<file path="src/rtl/master_output_drain_ctrl_if.sv">
// Drain-job request/status bundle and output-buffer write lanes of the accumulator drain controller.
// The master side issues jobs and holds reads. The slave side is the drain controller.
interface master_output_drain_ctrl_if #(
  parameter int MAX_OUT_ROWS = 128,
  parameter int MAX_OUT_COLS = 128,
  parameter int SYS_ARR_ROWS = 16,
  parameter int SYS_ARR_COLS = 16,
  parameter int ADDR_WIDTH   = 8
);
  localparam int RW = $clog2(SYS_ARR_ROWS);
  localparam int CW = $clog2(SYS_ARR_COLS);
  localparam int MW = (MAX_OUT_ROWS / SYS_ARR_ROWS > 1) ? $clog2(MAX_OUT_ROWS / SYS_ARR_ROWS) : 1;
  localparam int NW = (MAX_OUT_COLS / SYS_ARR_COLS > 1) ? $clog2(MAX_OUT_COLS / SYS_ARR_COLS) : 1;

  logic                               start;
  logic [MW-1:0]                      submat_row_in;
  logic [NW-1:0]                      submat_col_in;
  logic [RW-1:0]                      num_rows_read;
  logic [CW-1:0]                      num_cols_read;
  logic [ADDR_WIDTH-1:0]              wr_base_addr;
  logic                               activate;
  logic                               clear_after;
  logic                               hold;
  logic                               busy;
  logic                               done;
  logic [MW-1:0]                      submat_row_out;
  logic [NW-1:0]                      submat_col_out;
  logic [RW-1:0]                      row_num;
  logic                               rd_en;
  logic                               relu_en;
  logic                               accum_reset;
  logic [SYS_ARR_COLS-1:0]            wr_en;
  logic [SYS_ARR_COLS*ADDR_WIDTH-1:0] wr_addr;

  modport master (
    output start, submat_row_in, submat_col_in, num_rows_read, num_cols_read,
           wr_base_addr, activate, clear_after, hold,
    input  busy, done, submat_row_out, submat_col_out, row_num, rd_en,
           relu_en, accum_reset, wr_en, wr_addr
  );

  modport slave (
    input  start, submat_row_in, submat_col_in, num_rows_read, num_cols_read,
           wr_base_addr, activate, clear_after, hold,
    output busy, done, submat_row_out, submat_col_out, row_num, rd_en,
           relu_en, accum_reset, wr_en, wr_addr
  );
endinterface

</file>
<file path="src/rtl/master_output_drain_ctrl.sv">
// Drains one accumulator submatrix per job: row reads, then masked writes RD_LATENCY cycles later.
// Done arrives at start+1+rows+RD_LATENCY (+1 with clear). hold pauses read issue only; the write pipeline keeps draining.
module master_output_drain_ctrl #(
  parameter int MAX_OUT_ROWS = 128,
  parameter int MAX_OUT_COLS = 128,
  parameter int SYS_ARR_ROWS = 16,
  parameter int SYS_ARR_COLS = 16,
  parameter int ADDR_WIDTH   = 8,
  parameter int RD_LATENCY   = 2,
  parameter int ROW_STRIDE   = 1
) (
  input  logic                          clk,
  input  logic                          reset,
  master_output_drain_ctrl_if.slave     bus
);
  localparam int RW = $clog2(SYS_ARR_ROWS);
  localparam int CW = $clog2(SYS_ARR_COLS);
  localparam int MW = (MAX_OUT_ROWS / SYS_ARR_ROWS > 1) ? $clog2(MAX_OUT_ROWS / SYS_ARR_ROWS) : 1;
  localparam int NW = (MAX_OUT_COLS / SYS_ARR_COLS > 1) ? $clog2(MAX_OUT_COLS / SYS_ARR_COLS) : 1;

  typedef enum logic [2:0] {IDLE, ISSUE, FLUSH, CLEAR, DONE} state_t;

  state_t                state;
  state_t                next_state;
  logic [RW-1:0]         rows_q;
  logic [CW-1:0]         cols_q;
  logic [ADDR_WIDTH-1:0] base_q;
  logic                  act_q;
  logic                  clr_q;
  logic [MW-1:0]         srow_q;
  logic [NW-1:0]         scol_q;
  logic [RW-1:0]         cnt;
  logic [RD_LATENCY-1:0] pipe_vld;
  logic [RW-1:0]         pipe_row [RD_LATENCY];
  logic                  accept;
  logic                  issue;
  logic                  last_issue;
  logic                  flush_done;
  logic                  out_vld;
  logic [ADDR_WIDTH-1:0] lane_addr;

  assign accept     = (state == IDLE) && bus.start;
  assign issue      = (state == ISSUE) && !bus.hold;
  assign last_issue = issue && (cnt == rows_q);

  // The last stage drains this cycle, so only the earlier stages must be empty to leave FLUSH.
  always_comb begin
    flush_done = 1'b1;
    for (int i = 0; i < RD_LATENCY - 1; i++) begin
      if (pipe_vld[i]) flush_done = 1'b0;
    end
  end

  always_ff @(posedge clk) begin
    if (reset) state <= IDLE;
    else       state <= next_state;
  end

  always_comb begin
    next_state = state;
    unique case (state)
      IDLE:    if (bus.start) next_state = ISSUE;
      ISSUE:   if (last_issue) next_state = FLUSH;
      FLUSH:   if (flush_done) next_state = clr_q ? CLEAR : DONE;
      CLEAR:   next_state = DONE;
      DONE:    next_state = IDLE;
      default: next_state = IDLE;
    endcase
  end

  always_ff @(posedge clk) begin
    if (reset) begin
      rows_q <= '0;
      cols_q <= '0;
      base_q <= '0;
      act_q  <= 1'b0;
      clr_q  <= 1'b0;
      srow_q <= '0;
      scol_q <= '0;
    end else if (accept) begin
      rows_q <= bus.num_rows_read;
      cols_q <= bus.num_cols_read;
      base_q <= bus.wr_base_addr;
      act_q  <= bus.activate;
      clr_q  <= bus.clear_after;
      srow_q <= bus.submat_row_in;
      scol_q <= bus.submat_col_in;
    end
  end

  always_ff @(posedge clk) begin
    if (reset)                     cnt <= '0;
    else if (accept || last_issue) cnt <= '0;
    else if (issue)                cnt <= cnt + 1'b1;
  end

  always_ff @(posedge clk) begin
    if (reset) begin
      pipe_vld <= '0;
    end else begin
      pipe_vld[0] <= issue;
      for (int i = 1; i < RD_LATENCY; i++) pipe_vld[i] <= pipe_vld[i-1];
    end
  end

  // Row tags need no reset: they are only observed qualified by pipe_vld.
  always_ff @(posedge clk) begin
    pipe_row[0] <= cnt;
    for (int i = 1; i < RD_LATENCY; i++) pipe_row[i] <= pipe_row[i-1];
  end

  always_comb begin
    out_vld            = pipe_vld[RD_LATENCY-1];
    lane_addr          = base_q + ADDR_WIDTH'(ADDR_WIDTH'(pipe_row[RD_LATENCY-1]) * ADDR_WIDTH'(ROW_STRIDE));
    bus.busy           = (state != IDLE);
    bus.done           = (state == DONE);
    bus.accum_reset    = (state == CLEAR);
    bus.rd_en          = issue;
    bus.row_num        = cnt;
    bus.relu_en        = out_vld && act_q;
    bus.submat_row_out = srow_q;
    bus.submat_col_out = scol_q;
    bus.wr_en          = '0;
    bus.wr_addr        = '0;
    for (int i = 0; i < SYS_ARR_COLS; i++) begin
      bus.wr_en[i]                          = out_vld && (CW'(i) <= cols_q);
      bus.wr_addr[i*ADDR_WIDTH +: ADDR_WIDTH] = out_vld ? lane_addr : '0;
    end
  end
endmodule

</file>
<file path="src/flat_wrapper.sv">
// flat-port wrapper written by rule: the top's interface ports become plain ports
module master_output_drain_ctrl_flat 
#(
  parameter int MAX_OUT_ROWS = 128,
  parameter int MAX_OUT_COLS = 128,
  parameter int SYS_ARR_ROWS = 16,
  parameter int SYS_ARR_COLS = 16,
  parameter int ADDR_WIDTH   = 8,
  parameter int RD_LATENCY   = 2,
  parameter int ROW_STRIDE   = 1
)
  (clk, reset, bus_start, bus_submat_row_in, bus_submat_col_in, bus_num_rows_read, bus_num_cols_read, bus_wr_base_addr, bus_activate, bus_clear_after, bus_hold, bus_busy, bus_done, bus_submat_row_out, bus_submat_col_out, bus_row_num, bus_rd_en, bus_relu_en, bus_accum_reset, bus_wr_en, bus_wr_addr);
  master_output_drain_ctrl_if #(.MAX_OUT_ROWS(MAX_OUT_ROWS), .MAX_OUT_COLS(MAX_OUT_COLS), .SYS_ARR_ROWS(SYS_ARR_ROWS), .SYS_ARR_COLS(SYS_ARR_COLS), .ADDR_WIDTH(ADDR_WIDTH)) bus_i ();
  input  logic clk;
  input  logic reset;
  input wire logic [$bits(bus_i.start)-1:0] bus_start;
  input wire logic [$bits(bus_i.submat_row_in)-1:0] bus_submat_row_in;
  input wire logic [$bits(bus_i.submat_col_in)-1:0] bus_submat_col_in;
  input wire logic [$bits(bus_i.num_rows_read)-1:0] bus_num_rows_read;
  input wire logic [$bits(bus_i.num_cols_read)-1:0] bus_num_cols_read;
  input wire logic [$bits(bus_i.wr_base_addr)-1:0] bus_wr_base_addr;
  input wire logic [$bits(bus_i.activate)-1:0] bus_activate;
  input wire logic [$bits(bus_i.clear_after)-1:0] bus_clear_after;
  input wire logic [$bits(bus_i.hold)-1:0] bus_hold;
  output wire logic [$bits(bus_i.busy)-1:0] bus_busy;
  output wire logic [$bits(bus_i.done)-1:0] bus_done;
  output wire logic [$bits(bus_i.submat_row_out)-1:0] bus_submat_row_out;
  output wire logic [$bits(bus_i.submat_col_out)-1:0] bus_submat_col_out;
  output wire logic [$bits(bus_i.row_num)-1:0] bus_row_num;
  output wire logic [$bits(bus_i.rd_en)-1:0] bus_rd_en;
  output wire logic [$bits(bus_i.relu_en)-1:0] bus_relu_en;
  output wire logic [$bits(bus_i.accum_reset)-1:0] bus_accum_reset;
  output wire logic [$bits(bus_i.wr_en)-1:0] bus_wr_en;
  output wire logic [$bits(bus_i.wr_addr)-1:0] bus_wr_addr;
  assign bus_i.start = bus_start;
  assign bus_i.submat_row_in = bus_submat_row_in;
  assign bus_i.submat_col_in = bus_submat_col_in;
  assign bus_i.num_rows_read = bus_num_rows_read;
  assign bus_i.num_cols_read = bus_num_cols_read;
  assign bus_i.wr_base_addr = bus_wr_base_addr;
  assign bus_i.activate = bus_activate;
  assign bus_i.clear_after = bus_clear_after;
  assign bus_i.hold = bus_hold;
  assign bus_busy = bus_i.busy;
  assign bus_done = bus_i.done;
  assign bus_submat_row_out = bus_i.submat_row_out;
  assign bus_submat_col_out = bus_i.submat_col_out;
  assign bus_row_num = bus_i.row_num;
  assign bus_rd_en = bus_i.rd_en;
  assign bus_relu_en = bus_i.relu_en;
  assign bus_accum_reset = bus_i.accum_reset;
  assign bus_wr_en = bus_i.wr_en;
  assign bus_wr_addr = bus_i.wr_addr;
  master_output_drain_ctrl #(.MAX_OUT_ROWS(MAX_OUT_ROWS), .MAX_OUT_COLS(MAX_OUT_COLS), .SYS_ARR_ROWS(SYS_ARR_ROWS), .SYS_ARR_COLS(SYS_ARR_COLS), .ADDR_WIDTH(ADDR_WIDTH), .RD_LATENCY(RD_LATENCY), .ROW_STRIDE(ROW_STRIDE)) u_core (.clk(clk), .reset(reset), .bus(bus_i));
endmodule
</file>
<file path="config.mk">
export PLATFORM = sky130hd
export DESIGN_NAME = master_output_drain_ctrl_flat
export DESIGN_NICKNAME = d
export VERILOG_FILES = /design/src/rtl/master_output_drain_ctrl_if.sv /design/src/rtl/master_output_drain_ctrl.sv /design/src/flat_wrapper.sv
export SDC_FILE = /design/constraint.sdc
export NUM_CORES = 1
export LEC_CHECK = 0
export CELL_PAD_IN_SITES_DETAIL_PLACEMENT = 0
export CELL_PAD_IN_SITES_GLOBAL_PLACEMENT = 2
export CORE_AREA = 2 2 179 93
export CTS_BUF_LIST = sky130_fd_sc_hd__clkbuf_8
export DETAILED_ROUTE_END_ITERATION = 12
export DIE_AREA = 0 0 181 95
export HOLD_SLACK_MARGIN = 0.1
export PLACE_DENSITY_LB_ADDON = 0.08
export SLEW_MARGIN = 20
export SYNTH_ARGS = -nofsm -noshare
export SYNTH_HDL_FRONTEND = slang
export SYNTH_SLANG_ARGS = --single-unit
</file>
<file path="constraint.sdc">
create_clock -name clk -period 3.5 [get_ports clk]
set_input_delay 0.7 -clock clk [delete_from_list [all_inputs] [get_ports clk]]
set_output_delay 0.7 -clock clk [all_outputs]
set_load 0.05 [all_outputs]
</file>
==> out/qor.csv <==
stage,metric,value,unit
synth,synth_area_per_cell,7.890,sq um
timing,finalSetupViolations,0,
finish,area_delta_synth_final,72.18,%
clocking,worstSkewPairLatency,0.30,ns
synth,synth_fp_nets,384,
clocking,post_cts_buffers,0,
synth,ys_seq_elements,41,
finish,mostFrequentLayoutCells,"clkdlybuf4s50_1, buf_12, nand2_1, buf_4, dfxtp_1",
finish,n_antenna_cell,0,
clocking,cts_buffers,5,
pwr,leakagePower,1.971,nW
timing,skew,0.007120,ns
synth,synth_async_sr_flop_share,0,%
critical_path,critPathArrivalTime,2.64,ns
clocking,cts_resized,0,
timing,worst_pin_slew,0.5921,ns
floorplan,ios,187,
global_routing,antenna_found_initial,1,
global_routing,track_usage,9.647,%
synth,ys_warn_count,0,
clocking,ctsLongestPathBuffers,2,
clocking,htree_levels,2,
place,post-dp-hpwl,6.620,mm
floorplan,die_w,181,um
clocking,path_clk_slew,0.09,ns
timing,finalCritPeriodShare,95.29,%
synth,synth_ff_type,dfxtp_1,
global_routing,met2_usage,13.46,%
clocking,cts_sinks,41,
detailed_routing,vias,2319,
status,status,completed,
place,io_buffers,186,
synth,synth_cell_type_count,39,
critical_path,path_max_fanout,16,
global_routing,grt_pass1_vias,2165,
synth,yosys-top-cells-area,"buf_4, dfxtp_1, nand2_1, a21oi_1, ha_1",
global_routing,grt_max_degree,25,
place,gp_congestion,0.7008,
finish,post-route-util,29.99,%
detailed_routing,drtIter0Drc,63,
global_routing,overflow,0,
finish,fillers,1637,
synth,yosysTopAreaCell,buf_4,
floorplan,dieArea,0.01720,sq mm
floorplan,initial_core_util,17.42,%
floorplan,core_area,0.01586,sq mm
synth,syn_area,0.002761,sq mm
timing,finalMaxSlewViolations,0,
critical_path,crit_path_end_kind,primary output,
synth,seq_area_frac_synth,29.72,%
timing,period_minus_slack,3.335,ns
timing,slew_headroom,60.36,%
detailed_routing,viasPerCell,3.675,
clocking,root_buffer,clkbuf_8,
clocking,cts_tree,built,
clocking,ctsHoldBuffers,0,
global_routing,met1_usage,13.44,%
pwr,p_total,1.183,mW
global_routing,grt_pass1_wl,12.65,mm
synth,yosysTopAreaCellShare,32.90,%
detailed_routing,antenna_left,0,
floorplan,rows,33,
detailed_routing,dr.pass1.iters,4,
synth,synth-edff-count,0,
critical_path,crit_type,reg -> out,
finish,layout_commonest_cell,clkdlybuf4s50_1,
detailed_routing,totalWireLength,8.586,mm
finish,final_nets,454,
floorplan,die_y,95,um
critical_path,start_kind,register,
global_routing,met3_usage,4.474,%
flow_run,maxCapViolCount,0,
timing,fmax,0.2998,GHz
detailed_routing,routedWlPerCell,13.61,um
timing,hold_viol,0,
critical_path,worstPathRequired,2.80,ns
synth,synth_cells,350,
global_routing,busiest_layer,met2,
pwr,vdd_drop_max,0.1285,mV
pwr,power.density,248.8,mW/mm^2
finish,drive_gt1_share,29.45,%
min_path,hold_class,reg -> reg,
detailed_routing,drc,0,
-- synthesized netlist by cell type, types with 2 or more instances --
| cell | count |
|---|---|
| a211oi_1 | 2 |
| a21boi_0 | 5 |
| a21o_1 | 2 |
| a21oi_1 | 28 |
| and2_1 | 6 |
| buf_2 | 3 |
| buf_4 | 121 |
| clkbuf_1 | 10 |
| dfxtp_1 | 41 |
| ha_1 | 5 |
| inv_1 | 4 |
| mux2i_1 | 2 |
| nand2_1 | 58 |
| nand2b_1 | 3 |
| nand3_1 | 3 |
| nor2_1 | 14 |
| nor2b_1 | 4 |
| nor3_1 | 5 |
| nor3b_1 | 3 |
| nor4_1 | 2 |
| o21a_1 | 2 |
| o21ai_0 | 4 |
| o31a_1 | 2 |
| or3_1 | 2 |
| xor2_1 | 5 |
-- power breakdown --
part           internal, mW  total, mW  switching (mW)
registers             0.491      0.521          0.0292
clock network         0.214      0.401           0.187
logic                 0.107      0.262           0.155
-- area by class of cell --
class	instances	area, sq um	share of cell area, %
Clock buffer	5	68.82	1.447
Clock inverter	3	46.29	0.9737
Inverter	4	15.01	0.3158
Multi-Input combinational cell	170	980.9	20.63
Sequential cell	41	820.8	17.26
Tap cell	210	262.8	5.526
Timing Repair Buffer	198	2560	53.84
-- layer usage --
metal | vias up | part of all wire, %
met4 | 0 | 0.52
met2 | 112 | 38
met1 | 1048 | 51
met3 | 5 | 10
li1 | 1154 | -
met5 | - | 0
-- worst max-delay path, stage by stage (launching register included) --
cell and delay [ns]:
dfxtp_1 0.32, ha_1 0.24, fa_1 0.48, and2_1 0.40, clkdlybuf4s50_1 0.89
-- cell families after synthesis --
family	share of synthesized area [%]
multiplexers	0.7250
buffers and inverters	35.75
XOR/XNOR	1.903
AND/OR/NAND/NOR	18.03
flip-flops	29.72
AO/OA/AOI/OAI	10.87
adder cells (fa/ha/maj)	2.991
-- through the flow --
stage                     cell area (sq um)  instances   TNS, ns  hold slack (ns)  setup slack, ns
after global routing                   4755        631  -0.02135           0.3444        -0.008120
after detailed placement               4624        623         0           0.3211           0.4439
final                                  4755        631         0           0.3397           0.1649
after CTS                              4740        631         0           0.3434          0.08400
after floorplan                        2778        350         0           0.3096           0.2284
after global placement                 4624        623         0           0.3173           0.4867
-- registers in the layout (all words and copies together), names as in the netlist --
signal	cells
u_core.pipe_row	8
u_core.bus.submat_col_out	3
u_core.pipe_vld	2
u_core.bus.row_num	4
u_core.clr_q	1
u_core.base_q	8
u_core.state	3
u_core.cols_q	4
u_core.act_q	1
u_core.bus.submat_row_out	3
u_core.rows_q	4
-- path summary, 6_finish.rpt --
kind | start | endpoint | slack (ns) | cells past startpoint
max reg2reg | u_core.state[0] | u_core.bus.row_num[0] | 1.70 | 3
min | u_core.pipe_row[0][2] | u_core.pipe_row[0][6] | 0.34 | 0
max | u_core.base_q[0] | bus_wr_addr[97] | 0.16 | 4
min reg2reg | u_core.pipe_row[0][2] | u_core.pipe_row[0][6] | 0.34 | 0
Power figures use the tool's default switching activity.
